===== src/rtl/lsu_ctrl.sv =====
// RV32I load/store controller: validates the op, runs the req/gnt/rvalid
// data-bus handshake and extends load data back to the pipeline.
module lsu_ctrl #(
    parameter int XLEN = 32
) (
    input  logic            clk,
    input  logic            arst_n,
    input  logic            op_valid_i,
    input  logic            is_load_i,
    input  logic            is_store_i,
    input  logic [2:0]      funct3_i,
    input  logic [XLEN-1:0] addr_i,
    input  logic [XLEN-1:0] wdata_i,
    output logic            stall_o,
    output logic            done_o,
    output logic            exc_o,
    output logic [XLEN-1:0] load_data_o,
    output logic            dmem_req_o,
    output logic            dmem_we_o,
    output logic [XLEN-1:0] dmem_addr_o,
    output logic [3:0]      dmem_be_o,
    output logic [XLEN-1:0] dmem_wdata_o,
    input  logic            dmem_gnt_i,
    input  logic            dmem_rvalid_i,
    input  logic [XLEN-1:0] dmem_rdata_i
);

    typedef enum logic [1:0] {
        IDLE,
        REQ,
        WAIT_RD
    } state_e;

    state_e            state_q, state_d;
    logic              req_q, req_d;
    logic              we_q, we_d;
    logic [XLEN-1:0]   addr_q, addr_d;
    logic [3:0]        be_q, be_d;
    logic [XLEN-1:0]   wdata_q, wdata_d;
    logic [2:0]        f3_q, f3_d;
    logic [1:0]        off_q, off_d;

    logic              f3_ok;
    logic              align_ok;
    logic              op_ok;
    logic [3:0]        st_be;
    logic [XLEN-1:0]   st_wdata;
    logic [XLEN-1:0]   ld_shift;
    logic [XLEN-1:0]   ld_ext;

    // funct3[1:0] encodes the access size for both loads and stores
    always_comb begin
        f3_ok = 1'b0;
        case (funct3_i)
            3'b000, 3'b001, 3'b010: f3_ok = 1'b1;
            3'b100, 3'b101:         f3_ok = is_load_i;
            default:                f3_ok = 1'b0;
        endcase
    end

    always_comb begin
        align_ok = 1'b0;
        case (funct3_i[1:0])
            2'b00:   align_ok = 1'b1;
            2'b01:   align_ok = ~addr_i[0];
            2'b10:   align_ok = (addr_i[1:0] == 2'b00);
            default: align_ok = 1'b0;
        endcase
    end

    assign op_ok = (is_load_i ^ is_store_i) & f3_ok & align_ok;

    always_comb begin
        st_be    = 4'b1111;
        st_wdata = wdata_i;
        case (funct3_i[1:0])
            2'b00: begin
                st_be    = 4'b0001 << addr_i[1:0];
                st_wdata = {4{wdata_i[7:0]}};
            end
            2'b01: begin
                st_be    = 4'b0011 << addr_i[1:0];
                st_wdata = {2{wdata_i[15:0]}};
            end
            default: begin
                st_be    = 4'b1111;
                st_wdata = wdata_i;
            end
        endcase
    end

    assign ld_shift = dmem_rdata_i >> {off_q, 3'b000};

    always_comb begin
        ld_ext = ld_shift;
        case (f3_q)
            3'b000:  ld_ext = {{(XLEN-8){ld_shift[7]}}, ld_shift[7:0]};
            3'b100:  ld_ext = {{(XLEN-8){1'b0}}, ld_shift[7:0]};
            3'b001:  ld_ext = {{(XLEN-16){ld_shift[15]}}, ld_shift[15:0]};
            3'b101:  ld_ext = {{(XLEN-16){1'b0}}, ld_shift[15:0]};
            default: ld_ext = ld_shift;
        endcase
    end

    always_comb begin
        state_d     = state_q;
        req_d       = req_q;
        we_d        = we_q;
        addr_d      = addr_q;
        be_d        = be_q;
        wdata_d     = wdata_q;
        f3_d        = f3_q;
        off_d       = off_q;
        done_o      = 1'b0;
        exc_o       = 1'b0;
        load_data_o = '0;
        unique case (state_q)
            IDLE: begin
                if (op_valid_i) begin
                    if (!op_ok) begin
                        done_o = 1'b1;
                        exc_o  = 1'b1;
                    end else begin
                        req_d   = 1'b1;
                        we_d    = is_store_i;
                        addr_d  = {addr_i[XLEN-1:2], 2'b00};
                        be_d    = is_store_i ? st_be : 4'b1111;
                        wdata_d = is_store_i ? st_wdata : '0;
                        f3_d    = funct3_i;
                        off_d   = addr_i[1:0];
                        state_d = REQ;
                    end
                end
            end
            REQ: begin
                if (dmem_gnt_i) begin
                    req_d   = 1'b0;
                    we_d    = 1'b0;
                    addr_d  = '0;
                    be_d    = 4'b0000;
                    wdata_d = '0;
                    if (we_q) begin
                        done_o  = 1'b1;
                        state_d = IDLE;
                    end else begin
                        state_d = WAIT_RD;
                    end
                end
            end
            WAIT_RD: begin
                if (dmem_rvalid_i) begin
                    done_o      = 1'b1;
                    load_data_o = ld_ext;
                    state_d     = IDLE;
                end
            end
            default: state_d = IDLE;
        endcase
    end

    always_ff @(posedge clk or negedge arst_n) begin
        if (!arst_n) begin
            state_q <= IDLE;
            req_q   <= 1'b0;
            we_q    <= 1'b0;
            addr_q  <= '0;
            be_q    <= 4'b0000;
            wdata_q <= '0;
            f3_q    <= 3'b000;
            off_q   <= 2'b00;
        end else begin
            state_q <= state_d;
            req_q   <= req_d;
            we_q    <= we_d;
            addr_q  <= addr_d;
            be_q    <= be_d;
            wdata_q <= wdata_d;
            f3_q    <= f3_d;
            off_q   <= off_d;
        end
    end

    assign stall_o      = op_valid_i & ~done_o;
    assign dmem_req_o   = req_q;
    assign dmem_we_o    = we_q;
    assign dmem_addr_o  = addr_q;
    assign dmem_be_o    = be_q;
    assign dmem_wdata_o = wdata_q;

endmodule


===== config.mk =====
export PLATFORM = sky130hd
export DESIGN_NAME = lsu_ctrl
export DESIGN_NICKNAME = d
export VERILOG_FILES = /design/src/rtl/lsu_ctrl.sv
export SDC_FILE = /design/constraint.sdc
export NUM_CORES = 1
export LEC_CHECK = 0
export ABC_AREA = 1
export CAP_MARGIN = 20
export CELL_PAD_IN_SITES_DETAIL_PLACEMENT = 1
export CELL_PAD_IN_SITES_GLOBAL_PLACEMENT = 1
export CORE_MARGIN = 1.5
export CORE_UTILIZATION = 46
export CTS_CLUSTER_DIAMETER = 30
export DETAILED_ROUTE_END_ITERATION = 8
export DONT_BUFFER_PORTS = 1
export HOLD_SLACK_MARGIN = 0.03
export PLACE_DENSITY_LB_ADDON = 0.3
export SKIP_LAST_GASP = 1
export SLEW_MARGIN = 40
export SYNTH_ARGS = -nofsm -noshare
export SYNTH_HDL_FRONTEND = slang
export SYNTH_SLANG_ARGS = --single-unit

===== constraint.sdc =====
create_clock -name clk -period 2.45 [get_ports clk]
set_input_delay 0.49 -clock clk [delete_from_list [all_inputs] [get_ports clk]]
set_output_delay 0.49 -clock clk [all_outputs]
set_load 0.1 [all_outputs]

==> impl_metrics.py <==
metrics = {
    "run_status": {
        "status": "complete, but fails checks",
        "failing_checks": "setup timing",
    },
    "timing": {
        "finalSetupViolations": 32,
        "hold_viol_final": 0,
        "maxClockFrequency_mhz": 348,
        "setup_skew_ns": 0.0258,
        "timing.final.crit_share_pct": 117,
        "worst-slew-pin-transition_ns": 0.905,
        "final_period_minus_worst_setup_slack_ns": 2.87,
        "grt_setup_unrepaired": "yes",
        "whs_ns": 0.196,
        "finalMaxSlewViolations": 0,
        "relSlewSlack_pct": 39.5,
        "setup_slack_of_the_critical_path_after_layout_ns": -0.420,
    },
    "yosys": {
        "synthesis.instances": 672,
        "synth_seq_cells": 75,
        "synth_edf_count": 0,
        "synth_ff_type": "sky130_fd_sc_hd__dfrtp_1",
        "post-synth-top-area-cell": "sky130_fd_sc_hd__dfrtp_1",
        "ys_types": 28,
        "ys_top_cells_by_area": "sky130_fd_sc_hd__dfrtp_1 (41%), sky130_fd_sc_hd__nand2_1 (21%), sky130_fd_sc_hd__nand3_1 (10%)",
        "proportion_of_netlist_area_held_by_the_largest_area_contributor_pct": 41.5,
        "async_flop_share_pct": 100,
        "avgSynthCellArea_um2": 6.73,
        "synth_seq_area_share_pct": 41.5,
        "synth_top_cells_by_count": "sky130_fd_sc_hd__nand2_1 (254), sky130_fd_sc_hd__nand3_1 (94), sky130_fd_sc_hd__dfrtp_1 (75)",
        "synthesis_warning_total": 0,
        "most_frequent_cell_after_synthesis": "sky130_fd_sc_hd__nand2_1",
        "post_synth_instance_area_mm2": 0.00452,
    },
    "setup_path": {
        "worstPathRequired_ns": 1.96,
        "critPathLaunch": "off_q[0]",
        "cp_slowest_cell": "sky130_fd_sc_hd__a21oi_1",
        "setup.worst_path.end_class": "output port",
        "cp-start-kind": "flop",
        "setup.worst_path.class": "reg2out",
        "r2r_start": "state_q[1]",
        "critical_path.n_buffers_inverters": 3,
        "rr_endpoint": "dmem_addr_o[17]",
        "crit_end": "load_data_o[21]",
        "regToRegSetupSlack_ns": 0.18,
        "cell_depth_of_the_worst_flop_to_flop_path": 8,
        "worst-endpoint-arrival_ns": 2.38,
        "critPathMaxFanout": 20,
        "path_depth": 7,
        "worst_path_largest_cell_delay_ns": 0.65,
        "cp_cell_sequence": "clkinv_4, buf_6, nand2_1, nand2_1, a21oi_1, nor2_4, buf_12",
        "cp_top_family": "compound AO/OA/AOI/OAI gates",
        "cp_common_cell": "sky130_fd_sc_hd__nand2_1",
    },
    "placed_design": {
        "hpwl_mm": 13.7,
        "buffer_ports.inserted": 0,
        "gp_congestion": 0.963,
        "postPlaceCellArea_mm2": 0.00594,
    },
    "clock_network": {
        "cts.reportedPaths.clkPinSlew_ns": 0.11,
        "cts-root-to-sink-buffers": 2,
        "cts_sinks": 75,
        "cts.htree.levels": 3,
        "tritoncts": "yes",
        "clk_root_buffer_cell": "sky130_fd_sc_hd__clkbuf_8",
        "worst_skew_pair.late_latency_ns": 0.40,
        "number_of_cts_inserted_buffers": 9,
    },
    "detailed_routing": {
        "drt_iter0_markers": 615,
        "routed_wire_length_per_instance_um": 29.0,
        "post-route-drc-count": 0,
        "tritonroute_pass_1_iters": 5,
        "vias": 5927,
        "wl_mm": 26.2,
        "routed_via_count_divided_by_cell_count": 6.54,
        "drt.antenna.violating_nets": 0,
    },
    "cells_and_area": {
        "finalCoreUtilization_pct": 67.0,
        "finish.instance_area_mm2": 0.00646,
        "finish.net_count": 874,
        "post_route_cells_drive_above_1_share_pct": 27.6,
        "diodes": 0,
        "areaGrowthSynthToFinish_pct": 42.8,
    },
    "worst_hold_path": {
        "worstHoldStart": "dmem_gnt_i",
        "min-delay-path-class": "in2reg",
    },
    "power_and_ir_drop": {
        "power_per_cell_area_mw_per_mm2": 1520,
        "power.leakage_nw": 3.32,
        "ir_drop_v": 0.00108,
    },
    "global_route": {
        "global_routing_usage_summed_across_all_routing_layers_pct": 40.3,
        "number_of_global_route_vias_before_repair": 5710,
        "grt_max_degree": 76,
        "global_route.overflow_total": 0,
        "antenna_found_initial": 2,
        "wire_length_of_the_first_global_routing_pass_mm": 31.5,
    },
    "floorplanning": {
        "floorplan.core_area_mm2": 0.00964,
        "die_height_um": 102,
        "die_x_um": 102,
        "site_row_count": 36,
        "fp.dieArea_mm2": 0.0104,
        "ios": 211,
        "start_util_pct": 46.9,
    },
    "job": {
        "max_cap_violations": 0,
    },
}
==> cell families (layout without fill, tap and decap cells) <==
kind of cell | after synthesis | after routing | share of synthesized area [%]
AOI/OAI and AO/OA | 60 | 60 | 7.11
buffers and inverters | 99 | 198 | 10.0
DFF | 75 | 75 | 41.5
other | 1 | 2 | 0.0829
and+or+nand+nor | 437 | 438 | 41.3
==> state kept, by name, indices dropped and copies added, names as in the netlist <==
signal,flops
dmem_be_o,4
dmem_req_o,1
dmem_we_o,1
dmem_wdata_o,32
state_q,2
off_q,2
dmem_addr_o,30
f3_q,3
==> power by group <==
group | internal, mW | total (mW) | switching (mW)
logic | 1.25 | 6.86 | 5.60
clock network | 0.388 | 0.983 | 0.595
registers | 1.70 | 1.98 | 0.282
==> cell usage in the layout (no fill, tap or decap), types with 4 or more instances in the layout <==
master	instances
sky130_fd_sc_hd__nand2_1	248
sky130_fd_sc_hd__nor2_4	22
sky130_fd_sc_hd__nand3_1	92
sky130_fd_sc_hd__clkbuf_8	9
sky130_fd_sc_hd__dfrtp_1	71
sky130_fd_sc_hd__nand4_1	8
sky130_fd_sc_hd__o21ai_0	23
sky130_fd_sc_hd__a31oi_4	6
sky130_fd_sc_hd__nor2_1	26
sky130_fd_sc_hd__a21oi_2	8
sky130_fd_sc_hd__a21oi_1	16
sky130_fd_sc_hd__nor3_1	24
sky130_fd_sc_hd__buf_12	34
sky130_fd_sc_hd__dfrtp_2	4
sky130_fd_sc_hd__nand2_2	8
sky130_fd_sc_hd__inv_1	44
sky130_fd_sc_hd__buf_4	89
==> worst reg2reg max path, delay by kind of cell, from the launching register on <==
kind,cells,cell delay (ns)
buf+inv,2,0.48
flops,1,0.50
compound gates,1,0.30
simple gates,5,0.88
==> what timing repair did <==
item | 4_1_cts | 5_1_grt
cloned | 1 | 1
buffers inserted | 2 | 8
hold buffers | 2 | 0
setup endpoints to repair | 31 | 31
pin swaps | 2 | 9
gates resized for setup | 30 | 20
endpoints found under the hold margin | 75 | 0
==> stage by stage <==
step | power [mW] | TNS, ns | setup slack, ns | instances
floorplan | 6.72 | -4.81 | -0.241 | 673
global placement | 7.85 | 0 | 0.117 | 876
detailed placement | 8.10 | -1.80 | -0.153 | 876
CTS | 9.20 | 0 | 0.00984 | 897
global route | 10.0 | -6.93 | -0.399 | 906
finish | 9.82 | -7.27 | -0.420 | 906
==> per-layer routing <==
layer / global-route usage (%) / vias up / share of wire [%]
li1: - / 2331 / -
met1: 43.4 / 2795 / 33
met2: 68.6 / 574 / 45
met3: 14.5 / 223 / 14
met4: 22.8 / 4 / 8.4
met5: 0 / - / 0.17
==> worst min-delay path by stage <==
stage / to / slack, ns / cells past startpoint
2_1_floorplan: dmem_addr_o[10] / 0.19 / 0
3_3_place_gp: dmem_addr_o[13] / 0.20 / 0
3_5_place_dp: dmem_addr_o[24] / 0.20 / 0
4_1_cts: state_q[0] / 0.25 / 1
5_1_grt: state_q[0] / 0.22 / 1
6_report: state_q[0] / 0.20 / 1
==> area by class of cell <==
cell class	count	area, µm²
sequential	75	1880
multi-input combinational	500	2560
timing repair buffer	130	1460
inverter	52	210
clock inverter	7	60.1
fill	1201	3180
clock buffer	9	124
tap	133	166
Note: power is estimated with default switching activity, not from simulation.
